`src/rtl/truncador_sat_pwm_pkg.sv`:
```
// ---------------------------------------------------------------------------
// truncador_sat_pwm_pkg
// Shared definitions for the saturating rescaler:
//   - round_mode_e : run-time rounding selector encodings
//   - sat_max/sat_min : saturation limits of a signed OUT_W-bit word
// ---------------------------------------------------------------------------
package truncador_sat_pwm_pkg;

  typedef enum logic [1:0] {
    RND_TRUNC     = 2'b00,  // floor
    RND_HALFUP    = 2'b01,  // round half up
    RND_CONV      = 2'b10,  // round half to even
    RND_TRUNC_ALT = 2'b11   // behaves as floor
  } round_mode_e;

  // Largest value representable in a signed out_w-bit word.
  function automatic int sat_max(input int out_w);
    return (1 << (out_w - 1)) - 1;
  endfunction

  // Smallest value representable in a signed out_w-bit word.
  function automatic int sat_min(input int out_w);
    return -(1 << (out_w - 1));
  endfunction

endpackage

```
`src/rtl/redondeo_lsb.sv`:
```
// ---------------------------------------------------------------------------
// redondeo_lsb
// Purely combinational stage-1 rounding: drops SHIFT LSBs from a signed
// sample and adds the rounding increment chosen by i_round_mode.
// Ports:
//   i_dato       in  IN_W          signed sample
//   i_round_mode in  2             rounding mode (see round_mode_e)
//   o_rounded    out IN_W-SHIFT+1  rounded quotient, one guard bit wide
// ---------------------------------------------------------------------------
module redondeo_lsb
  import truncador_sat_pwm_pkg::*;
#(
  parameter int IN_W  = 16,
  parameter int SHIFT = 6
) (
  input  logic signed [IN_W-1:0]    i_dato,
  input  logic        [1:0]         i_round_mode,
  output logic signed [IN_W-SHIFT:0] o_rounded
);

  localparam int Q_W = IN_W - SHIFT;
  // Remainder pattern that represents exactly one half LSB of the result.
  localparam logic [SHIFT-1:0] HALF = SHIFT'(1 << (SHIFT - 1));

  // Taking the upper bits of a two's complement word is an arithmetic
  // shift right, i.e. floor division by 2^SHIFT.
  logic signed [Q_W-1:0]   w_q;
  logic        [SHIFT-1:0] w_r;
  logic                    w_inc;

  assign w_q = i_dato[IN_W-1:SHIFT];
  assign w_r = i_dato[SHIFT-1:0];

  always_comb begin
    w_inc = 1'b0;
    case (round_mode_e'(i_round_mode))
      RND_HALFUP: w_inc = (w_r >= HALF);
      // Exact ties go to the even neighbour, so only an odd q is bumped.
      RND_CONV:   w_inc = (w_r > HALF) || ((w_r == HALF) && w_q[0]);
      default:    w_inc = 1'b0;
    endcase
  end

  // The extra sign bit keeps +1 on the largest quotient from wrapping.
  assign o_rounded = {w_q[Q_W-1], w_q} + {{Q_W{1'b0}}, w_inc};

endmodule

```
`src/rtl/truncador_sat_pwm.sv`:
```
// ---------------------------------------------------------------------------
// truncador_sat_pwm
// Two-stage registered saturating rescaler between the control filter and
// the PWM generator. Stage 1 drops SHIFT LSBs with run-time rounding, stage 2
// saturates to OUT_W bits and optionally converts to offset binary. Sticky
// overflow/underflow flags and a saturating event counter aid tuning.
// Ports:
//   clk        in   1      rising-edge clock
//   reset_n    in   1      asynchronous active-low reset
//   in_valid   in   1      dato_in valid this cycle
//   dato_in    in   IN_W   signed filter sample
//   round_mode in   2      00 floor, 01 half up, 10 half to even, 11 floor
//   clr_stat   in   1      synchronous clear of flags and counter
//   out_valid  out  1      dato_out valid
//   dato_out   out  OUT_W  rescaled, saturated sample
//   sat_now    out  1      sample on dato_out was saturated
//   ovf_sticky out  1      positive saturation seen since last clear
//   unf_sticky out  1      negative saturation seen since last clear
//   sat_count  out  CNT_W  saturated sample count, holds at all-ones
// ---------------------------------------------------------------------------
module truncador_sat_pwm
  import truncador_sat_pwm_pkg::*;
#(
  parameter int IN_W       = 16,
  parameter int OUT_W      = 8,
  parameter int SHIFT      = 6,
  parameter int OFFSET_BIN = 1,
  parameter int CNT_W      = 16
) (
  input  logic                    clk,
  input  logic                    reset_n,
  input  logic                    in_valid,
  input  logic signed [IN_W-1:0]  dato_in,
  input  logic        [1:0]       round_mode,
  input  logic                    clr_stat,
  output logic                    out_valid,
  output logic        [OUT_W-1:0] dato_out,
  output logic                    sat_now,
  output logic                    ovf_sticky,
  output logic                    unf_sticky,
  output logic        [CNT_W-1:0] sat_count
);

  localparam int S1_W = IN_W - SHIFT + 1;
  localparam logic signed [S1_W-1:0] SAT_MAX_S1 = S1_W'(sat_max(OUT_W));
  localparam logic signed [S1_W-1:0] SAT_MIN_S1 = S1_W'(sat_min(OUT_W));
  localparam logic [OUT_W-1:0] CODE_MAX = {1'b0, {(OUT_W-1){1'b1}}};
  localparam logic [OUT_W-1:0] CODE_MIN = {1'b1, {(OUT_W-1){1'b0}}};
  // In offset binary the signed zero maps to 100..0.
  localparam logic [OUT_W-1:0] RST_CODE = (OFFSET_BIN != 0) ? CODE_MIN : '0;

  generate
    if ((SHIFT < 1) || (SHIFT > IN_W - OUT_W)) begin : g_bad_shift
      $error("truncador_sat_pwm: SHIFT=%0d outside 1..%0d", SHIFT, IN_W - OUT_W);
    end
  endgenerate

  // ---------------- stage 1: rounding ----------------
  logic signed [S1_W-1:0] w_rounded;
  logic signed [S1_W-1:0] r_s1_val;
  logic                   r_s1_valid;

  redondeo_lsb #(
    .IN_W  (IN_W),
    .SHIFT (SHIFT)
  ) u_redondeo (
    .i_dato       (dato_in),
    .i_round_mode (round_mode),
    .o_rounded    (w_rounded)
  );

  always_ff @(posedge clk or negedge reset_n) begin
    if (!reset_n) begin
      r_s1_valid <= 1'b0;
      r_s1_val   <= '0;
    end else begin
      r_s1_valid <= in_valid;
      if (in_valid) begin
        r_s1_val <= w_rounded;
      end
    end
  end

  // ---------------- stage 2: saturation ----------------
  logic             w_ovf;
  logic             w_unf;
  logic             w_sat;
  logic [OUT_W-1:0] w_sat_val;
  logic [OUT_W-1:0] w_code;

  assign w_ovf = (r_s1_val > SAT_MAX_S1);
  assign w_unf = (r_s1_val < SAT_MIN_S1);
  assign w_sat = w_ovf | w_unf;

  always_comb begin
    w_sat_val = r_s1_val[OUT_W-1:0];
    if (w_ovf) begin
      w_sat_val = CODE_MAX;
    end else if (w_unf) begin
      w_sat_val = CODE_MIN;
    end
    w_code = w_sat_val;
    if (OFFSET_BIN != 0) begin
      w_code[OUT_W-1] = ~w_sat_val[OUT_W-1];
    end
  end

  logic             r_out_valid;
  logic [OUT_W-1:0] r_dato_out;
  logic             r_sat_now;

  always_ff @(posedge clk or negedge reset_n) begin
    if (!reset_n) begin
      r_out_valid <= 1'b0;
      r_dato_out  <= RST_CODE;
      r_sat_now   <= 1'b0;
    end else begin
      r_out_valid <= r_s1_valid;
      if (r_s1_valid) begin
        r_dato_out <= w_code;
        r_sat_now  <= w_sat;
      end
    end
  end

  // ---------------- statistics ----------------
  logic             r_ovf;
  logic             r_unf;
  logic [CNT_W-1:0] r_sat_count;
  logic             w_event;

  assign w_event = r_s1_valid & w_sat;

  always_ff @(posedge clk or negedge reset_n) begin
    if (!reset_n) begin
      r_ovf       <= 1'b0;
      r_unf       <= 1'b0;
      r_sat_count <= '0;
    end else if (w_event) begin
      // A saturation arriving together with a clear is still recorded.
      if (clr_stat) begin
        r_ovf       <= w_ovf;
        r_unf       <= w_unf;
        r_sat_count <= CNT_W'(1);
      end else begin
        r_ovf <= r_ovf | w_ovf;
        r_unf <= r_unf | w_unf;
        if (r_sat_count != {CNT_W{1'b1}}) begin
          r_sat_count <= r_sat_count + 1'b1;
        end
      end
    end else if (clr_stat) begin
      r_ovf       <= 1'b0;
      r_unf       <= 1'b0;
      r_sat_count <= '0;
    end
  end

  assign out_valid  = r_out_valid;
  assign dato_out   = r_dato_out;
  assign sat_now    = r_sat_now;
  assign ovf_sticky = r_ovf;
  assign unf_sticky = r_unf;
  assign sat_count  = r_sat_count;

endmodule
```
`config.mk`:
```
export PLATFORM = sky130hd
export DESIGN_NAME = truncador_sat_pwm
export DESIGN_NICKNAME = d
export VERILOG_FILES = /design/src/rtl/truncador_sat_pwm_pkg.sv /design/src/rtl/redondeo_lsb.sv /design/src/rtl/truncador_sat_pwm.sv
export SDC_FILE = /design/constraint.sdc
export NUM_CORES = 1
export LEC_CHECK = 0
export ABC_AREA = 1
export CAP_MARGIN = 20
export CORE_UTILIZATION = 40
export CTS_CLUSTER_SIZE = 16
export DETAILED_ROUTE_END_ITERATION = 10
export MAX_ROUTING_LAYER = met4
export PLACE_DENSITY = 0.7
export SLEW_MARGIN = 20
export SYNTH_ARGS = -nofsm -noshare
export SYNTH_HDL_FRONTEND = slang
export SYNTH_SLANG_ARGS = --single-unit
```
`constraint.sdc`:
```
create_clock -name clk -period 1.5 [get_ports clk]
set_input_delay 0.45 -clock clk [delete_from_list [all_inputs] [get_ports clk]]
set_output_delay 0.45 -clock clk [all_outputs]
set_load 0.005 [all_outputs]
```
==> flow_summary_export.csv, run 1 <==
group,metric,value,unit
run_status,status,"finished, violations left",
run_status,failed_checks,"negative setup slack",
worst_setup_path,worstPathMaxFanout,2,
clocking,clk_pin_slew,90,ps
clocking,clock_path_buffers,2,
timing,hold_viol,0,
floorplan,die_h,76.6,um
detailed_routing,drt-initial-drc-count,153,
placed_design,dp_cells,440,
timing,fin_worst_skew,9.09,ps
synthesis,yosysMostFrequentCell,"nand2_1",
timing,tightest_slew,376,ps
detailed_routing,drtAntennaViolNets,0,
synthesis,synth_cells,301,
global_routing,grt_antenna_before_repair,0,
timing,drv_slew,0,
timing,slew-limit-headroom,0.749,
clocking,clock_sinks,40,
cells_and_area,diodes,0,
synthesis,yosys_register_bits,40,
synthesis,yosysUniqueCellTypes,29,
timing,timing.final.crit_share,1.16,
cells_and_area,drive_gt1_frac,0.314,
global_routing,track_usage,0.209,
floorplan,core.rowCount,26,
timing,setup_violations,8,
clocking,cts_buffers,5,
placed_design,port_buffers,49,
synthesis,ys_seq_area_frac,0.450,
floorplan,ioPinCount,50,
synthesis,syn_area,2230,um^2
placed_design,routabilityCongestion,0.860,
synthesis,syn_avg_cell_area,7.40,um^2
synthesis,yosys_warnings,0,
clocking,insertion_delay,300,ps
worst_setup_path,end_kind,"flop",
global_routing,grt_max_degree,20,
worst_setup_path,cp.required,1680,ps
synthesis,post-synth-top-area-fraction,0.438,
power_and_ir_drop,p_per_area,764,nW/um^2
clocking,cts_max_level,2,
floorplan,fp.dieW,76.6,um
clocking,cts.root.buffer_cell,"clkbuf_8",
detailed_routing,drtPass1Iterations,4,
detailed_routing,viasPerCell,4.98,
worst_setup_path,reg2reg_from,"sat_count[0]",
global_routing,gr-total-overflow,0,
synthesis,synth_edf_count,0,
hold_path,hold_path.class,"input port to asynchronous set/reset pin",
worst_setup_path,r2r_end,"sat_count[0]",
synthesis,ys_top_cells_by_count,"nand2_1, dfrtp_1, inv_1",
floorplan,core-area,5240,um^2
cells_and_area,fin_nets,431,
placed_design,dp_hpwl,4.14,mm
worst_setup_path,crit_path_start,"round_mode[1]",
timing,whs,52.6,ps
synthesis,syn-num-nets,328,
detailed_routing,num_vias,2364,
detailed_routing,drt-total-wl,6.15,mm
global_routing,grt_pass1_vias,2160,
power_and_ir_drop,ir_worst_vdd,0.000410,V
worst_setup_path,critPathLaunchType,"input port",
synthesis,yosys-top-cells-area,"dfrtp_1, nand2_1, nand3_1, inv_1, nor2_1",
worst_setup_path,critical_path.endpoint,"r_s1_val[8]",
synthesis,synth_largest_area_cell,"dfrtp_1",
synthesis,synth_ff_type,"dfrtp_1",
worst_setup_path,r2r_setup_slack,60,ps
synthesis,ys_async_sr_fraction,1.00,
timing,timing.final.ws_setup,-239,ps
timing,rsz0062_at_grt,"true",
floorplan,initial_core_util,0.425,
cells_and_area,area_delta_synth_final,58.5,%
floorplan,dieArea,5870,um^2
timing,fin_crit,1740,ps
clocking,hold_buffers,0,
cells_and_area,fillers,442,
clocking,cts_tree,"built",
job,max_cap_violations,0,
detailed_routing,avgRoutedWirePerCell,12.9,um
worst_setup_path,crit_type,"input port to flop",
power_and_ir_drop,p_leak,1.79,nW
worst_setup_path,r2r_cells,8,
worst_setup_path,critPathArrivalTime,1920,ps
detailed_routing,remaining_drc_errors,0,
global_routing,grt_pass1_wl,9.78,mm
timing,max_freq,575,MHz
cells_and_area,instances_no_fill,475,
==> metal layers <==
layer	GRT usage	routed length, um	vias to the layer above
met4	0.0577	110	0
met1	0.270	2740	1089
met3	0.0299	280	18
li1	-	-	1178
met5	-	0	-
met2	0.344	3020	79
==> area by class of cell <==
type	count	area, um^2	area share
Multi-Input combinational cell	215	1270	0.359
Sequential cell	40	1000	0.284
Timing Repair Buffer	101	892	0.253
Inverter	41	164	0.0464
Tap cell	70	87.6	0.0248
Clock buffer	5	68.8	0.0195
Clock inverter	3	47.5	0.0135
==> logic make-up (layout without fill, tap and decap cells) <==
family | after synthesis | count (layout) | share of synthesized area
and+or+nand+nor | 170 | 170 | 0.334
buffers and inverters | 46 | 150 | 0.0831
DFF | 40 | 40 | 0.450
AOI/OAI and AO/OA | 35 | 35 | 0.0854
adders and majority gates | 5 | 5 | 0.0281
xor gates and xnor gates | 5 | 5 | 0.0197
==> critical path, stage by stage <==
cell and delay, ps:
buf_4 130, ha_4 210, nor3b_2 180, ha_2 230, ha_4 140, nand3_2 70
nor2_2 110, inv_1 60, or2_4 240, nand2_2 60, o22ai_1 60
==> report_power, final <==
part	internal (mW)	total, mW	switching [mW]	leakage [nW]
clock	0.501	0.910	0.409	0.0583
sequential	1.16	1.21	0.0511	0.510
combinational	0.292	0.574	0.282	1.22
total	1.96	2.70	0.742	1.79
==> worst min path at each step <==
stage,to,slack (ps),depth (start not counted)
after floorplan,dato_out[0],150,0
after global placement,dato_out[0],390,1
after detailed placement,dato_out[0],390,1
after CTS,dato_out[2],70,1
after global routing,dato_out[2],80,1
final,dato_out[2],50,1
==> per-stage QoR <==
stage               TNS (ps)  utilization  cell area (um^2)  total power [mW]  setup slack [ps]
finish                 -1050        0.674              3530              2.70              -239
global placement      -10330        0.583              3050              1.72             -1030
floorplan              -1700            -              2300              1.43              -400
detailed placement    -10890        0.583              3050              1.73             -1090
CTS                     -987        0.632              3310              2.63              -212
global route           -1950        0.674              3530              2.81              -298
==> timing repair <==
item / CTS / global route
pin swaps: 16 / 11
buffers inserted: 19 / 7
gates resized for setup: 77 / 41
setup endpoints to repair: 39 / 27
cloned: 0 / 1
endpoints found under the hold margin: 0 / 0
==> flip-flops by register name (all words and copies together), names as in the netlist <==
name,cells
dato_out,8
unf_sticky,1
r_s1_val,11
sat_count,16
ovf_sticky,1
out_valid,1
sat_now,1
r_s1_valid,1
==> layout by cell type, fill, tap and decap left out, types with 3 or more instances in the layout <==
master / instances
a21oi_1: 3
o21ai_0: 14
buf_6: 8
o21ai_1: 8
ha_4: 4
nand3_2: 10
nor2_1: 20
nand3_1: 20
nor2_4: 5
inv_1: 36
clkdlybuf4s50_1: 11
dlygate4sd2_1: 27
xor2_1: 5
nand2_2: 7
nand2_4: 3
o21ai_2: 3
nor2_2: 9
nand4_1: 12
buf_2: 3
a21oi_2: 3
clkbuf_8: 5
buf_4: 46
nand2_1: 79
dfrtp_1: 37
(Power assumes the default switching activity.)
==> run 2: changes to the inputs <==
- TNS_END_PERCENT: unset -> 50
==> run 2 against run 1 <==
  * The flow still finishes with violations (negative setup slack)
  * Sequential share of layout area is 0.24 points higher
  * Worst hold slack worse by 1.7 ps
  * Routed wire length is 0.55% lower
  * Clock power hardly changed
  * Critical path depth stayed put
  * Non-clock buffer count is 9 lower
  * First-iteration DRC count is 9.2% higher
  * Final area is 0.85% lower
  * Sequential cell count stayed put
  * Combinational power is 8.4% lower
  * Register-to-register slack worse by 40 ps
  * Clock skew hardly changed
  * Critical path type unchanged
==> flow_summary_export.csv, run 2 (synthesis gave the netlist of run 1 again) <==
group,metric,value,unit
detailed_routing,avgRoutedWirePerCell,13.1,um
job,max_cap_violations,0,
floorplan,core.rowCount,26,
timing,timing.final.crit_share,1.16,
placed_design,dp_cells,440,
detailed_routing,drt-initial-drc-count,167,
global_routing,grt_pass1_vias,2118,
clocking,cts.root.buffer_cell,"clkbuf_8",
floorplan,fp.dieW,76.6,um
timing,rsz0062_at_grt,"true",
worst_setup_path,end_kind,"flop",
floorplan,core-area,5240,um^2
timing,timing.final.ws_setup,-237,ps
power_and_ir_drop,p_per_area,759,nW/um^2
worst_setup_path,crit_type,"input port to flop",
placed_design,dp_hpwl,4.14,mm
clocking,clock_sinks,40,
timing,drv_slew,0,
worst_setup_path,reg2reg_from,"sat_count[0]",
placed_design,place_ws,-1090,ps
worst_setup_path,cp.required,1690,ps
cells_and_area,diodes,0,
timing,setup_violations,8,
worst_setup_path,r2r_setup_slack,20,ps
clocking,insertion_delay,300,ps
placed_design,routabilityCongestion,0.860,
run_status,failed_checks,"negative setup slack",
timing,whs,50.9,ps
detailed_routing,viasPerCell,5.02,
detailed_routing,drt-total-wl,6.12,mm
hold_path,hold_path.class,"input port to asynchronous set/reset pin",
global_routing,grt_max_degree,20,
global_routing,grt_use_met1,0.259,
global_routing,grt_use_met2,0.336,
cells_and_area,largest_register_ffs,16,
cells_and_area,final_cell_mix,"nand2_1, dfrtp_1, inv_1, buf_4, dlygate4sd2_1",
global_routing,track_usage,0.203,
global_routing,met3_usage,0.0299,
floorplan,initial_core_util,0.425,
detailed_routing,remaining_drc_errors,0,
placed_design,port_buffers,49,
detailed_routing,drtPass1Iterations,7,
timing,max_freq,576,MHz
floorplan,dieArea,5870,um^2
clocking,hold_buffers,0,
power_and_ir_drop,ir_worst_vdd,0.000410,V
timing,fin_crit,1740,ps
timing,fin_worst_skew,8.87,ps
cells_and_area,area_delta_synth_final,57.2,%
run_status,status,"finished, violations left",
timing,fin_tns_setup,-1030,ps
clocking,clock_path_buffers,2,
cells_and_area,drive_gt1_frac,0.311,
timing,hold_viol,0,
global_routing,busiest_layer,"met2",
clocking,cts_tree,"built",
power_and_ir_drop,p_leak,1.74,nW
global_routing,grt_antenna_before_repair,0,
worst_setup_path,critPathArrivalTime,1920,ps
cells_and_area,instances_no_fill,466,
clocking,clk_pin_slew,90,ps
timing,slew-limit-headroom,0.751,
global_routing,gr-total-overflow,0,
worst_setup_path,r2r_end,"sat_count[13]",
worst_setup_path,worstPathMaxFanout,2,
cells_and_area,fin_nets,422,
floorplan,die_h,76.6,um
detailed_routing,drtAntennaViolNets,0,
clocking,cts_buffers,5,
cells_and_area,final_common_cell,"nand2_1",
global_routing,grt_pass1_wl,9.49,mm
timing,tightest_slew,373,ps
worst_setup_path,critPathLaunchType,"input port",
detailed_routing,num_vias,2341,
clocking,cts_max_level,2,
worst_setup_path,r2r_cells,11,
floorplan,ioPinCount,50,
## run 2: cell count changes in the layout (fill, tap and decap cells not counted)
| cell | before | now |
|---|---|---|
| nor2_1 | 20 | 19 |
| nand3_2 | 10 | 11 |
| o21ai_1 | 8 | 7 |
| buf_4 | 46 | 36 |
| dlygate4sd2_1 | 27 | 26 |
| o21ai_0 | 14 | 15 |
| nand3_1 | 20 | 17 |
| clkbuf_2 | 1 | 2 |
| nor2_4 | 5 | 6 |
| buf_6 | 8 | 9 |
| nand3_4 | 1 | 3 |
## run 2: stage by stage
step                utilization  total power, mW  area [um^2]
CTS                       0.615             2.60         3220
global route              0.669             2.77         3500
detailed placement        0.583             1.73         3050
finish                    0.669             2.66         3500
global placement          0.583             1.72         3050
floorplan                     -             1.43         2300
## run 2: routing by layer
layer  routed length [um]  part of all wire  up-vias
met3                  245             0.040       21
met2                 2980              0.49       83
met4                  145             0.024        0
met1                 2740              0.45     1076
li1                     -                 -     1161
met5                    0                 0        -
## run 2: power by group
part / switching, mW / internal [mW]
clock network: 0.407 / 0.501
registers: 0.0614 / 1.16
logic: 0.264 / 0.261
## run 2: timing repair
action / in CTS / in global routing
cloned: 0 / 1
pin swaps: 15 / 14
setup buffers: 9 / 8
endpoints found under the hold margin: 0 / 0
gates resized for setup: 74 / 53
setup endpoints to repair: 39 / 27
## run 2: cell type report
type	instances	area [um^2]
flip-flops and latches	40	1000
clock inverters	3	47.5
clock buffers	5	68.8
well taps	70	87.6
repair buffers	92	825
multi-input cells	215	1310
inverters	41	164
fillers	430	1740
## run 2: worst max-delay path: stages
cell and delay (ps):
buf_4 130, ha_4 210, nor3b_2 180, ha_2 230
ha_4 140, nand3_2 70, nor2_2 110, inv_1 60
or2_4 240, nand2_2 60, o22ai_1 60
## run 2: worst max-delay path by stage
stage / from / endpoint
6_report: round_mode[1] / r_s1_val[8]
5_1_grt: round_mode[0] / r_s1_val[8]
4_1_cts: round_mode[0] / r_s1_val[8]
3_5_place_dp: round_mode[0] / r_s1_val[10]
3_3_place_gp: round_mode[0] / r_s1_val[8]
2_1_floorplan: round_mode[1] / r_s1_val[8]
==> RTL change: new RTL, flow settings as in run 2 <==
The parameter `CNT_W` goes from 16 to 20.
--- a/src/rtl/truncador_sat_pwm.sv
+++ b/src/rtl/truncador_sat_pwm.sv
@@ -25,7 +25,7 @@
   parameter int OUT_W      = 8,
   parameter int SHIFT      = 6,
   parameter int OFFSET_BIN = 1,
-  parameter int CNT_W      = 16
+  parameter int CNT_W      = 20
 ) (
   input  logic                    clk,
   input  logic                    reset_n,
Ports: changed (resized sat_count); port bits go from 50 to 54. The function was not compared with the original's and may differ.
==> RTL change against run 2 <==
The run still ends with negative setup slack left; routed wire length rose by 16%; worst setup slack worse by 0.022 ns; hold slack improved by 0.42 ns; cell area grew 16%; critical path depth is 1 higher; synthesized area grew 11%; sequential cell count grew 4; power rose by 3.5%; critical endpoint unchanged; sequential share of layout area is 1.4 points lower; count of clock-buffer cells in the layout unchanged.
==> RTL change: results (changes against run 2) <==
* Routed wl met3 at 353 um (was 245 um)
* Adder-Cell Fraction of Synth Area at 3.04% (was 2.81%)
* Final TNS setup at -4.06 ns (was -1.03 ns)
* Final setup margin at -0.259 ns (was -0.237 ns)
* Critical-path top delay cell: ha_4 (was or2_4)
* CP arrival at 1.94 ns (was 1.92 ns)
* Reg clk slew, reported paths at 0.09 ns (about the same)
* Number of DRC markers in iteration 0 at 131 (was 167)
* FF+latch count, synth at 44 (was 40)
* Fillers at 495 (was 430)
* Input/output buffers at 53 (was 49)
* Final WL at 7.07 mm (was 6.12 mm)
* Grt met2 use at 39.7% (was 33.6%)
* Sequential share of the synthesized area at 44.6% (was 45.0%)
* Layout cells sized above 1 at 35.6% (was 31.1%)
* Clk_skew at 0.00833 ns (was 0.00887 ns)
* Peak supply drop at 0.361 mV (was 0.410 mV)
* Avg Synthesized Cell Area at 7.51 um^2 (was 7.40 um^2)
* Dpl cells at 486 (was 440)
* TritonRoute pass-1 iters at 4 (was 7)
* Syn-to-layout area delta at 64.2% (was 57.2%)
* Largest net degree at the start of global routing at 21 (was 20)
* Final net count at 479 (was 422)
* ClkCell Share at 2.34% (was 3.32%)
* Flop2flop setup slack at -0.16 ns (was 0.02 ns)
* Via-to-Cell Ratio at 5.04 (was 5.02)
* Rel. slew slack at 73.6% (was 75.1%)
* Post-synthesis compound-gate area fraction at 11.8% (was 8.53%)
* Post-Synth XOR/XNOR Area at 2.48% (was 1.97%)
* DP Wirelength at 4.61 mm (was 4.14 mm)
* Crit-path max FO at 3 (was 2)
* Seq area share at 27.3% (was 28.7%)
* Multi-input gates at 246 (was 215)
* Area of the multi-input gates at 1520 um^2 (was 1310 um^2)
* First-pass GRT wire length at 10.4 mm (was 9.49 mm)
* Final Non-Filler Cells at 527 (was 466)
* GRT Total Usage at 21.7% (was 20.3%)
* Non-clk buf share at 26.7% (was 23.5%)
* Syn_nets at 357 (was 328)
* GPL Wtd Cong at 0.874 (was 0.860)
* Worst r2r dst: sat_count[2] (was sat_count[13])
* Max reg flops at 20 (was 16)
* LEAKAGE at 1.92 nW (was 1.74 nW)
* Bufs w/o clock at 121 (was 92)
* Synth unique cells at 33 (was 29)
* Highest Signal Layer: met4 (unchanged)
* Failing checks: negative setup slack (unchanged)
* Wire length on met2 at 3.74 mm (was 2.98 mm)
* Cell family with most CP delay: adder cells (was simple AND/OR/NAND/NOR gates)
* DP Area at 3370 um^2 (was 3050 um^2)
* Status: finished with violations (unchanged)
* Reg2reg start: sat_count[1] (was sat_count[0])
* Post-Route M1 WL at 2.79 mm (was 2.74 mm)
* Post-synth ARST share at 100% (unchanged)
* M3 GR Usage at 4.32% (was 2.99%)
* Vias in the first global route at 2442 (was 2118)
* Min-Delay Path Class: reg -> reg (was in -> async)
* Final setup fails at 31 (was 8)
[RTL change: repair_timing]
| action | CTS | global route |
|---|---|---|
| buffers inserted | 28 | 5 |
| cloned | 0 | 3 |
| pin swaps | 21 | 24 |
| resized for setup | 124 | 57 |
| hold buffers | 1 | 0 |
| endpoints found under the setup margin | 59 | 32 |
| endpoints found under the hold margin | 9 | 0 |
[RTL change: through the flow]
step | util (%) | hold WS, ns | setup slack, ns
floorplan | - | 0.154 | -0.408
global placement | 56.7 | 0.339 | -1.05
detailed placement | 56.7 | 0.338 | -1.09
CTS | 63.3 | 0.477 | -0.253
global route | 68.1 | 0.495 | -0.359
finish | 68.1 | 0.472 | -0.259
[RTL change: power by group]
group,internal (W),switching [W]
logic,0.000323,0.000323
clock network,0.000343,0.000441
registers,0.00127,0.0000511
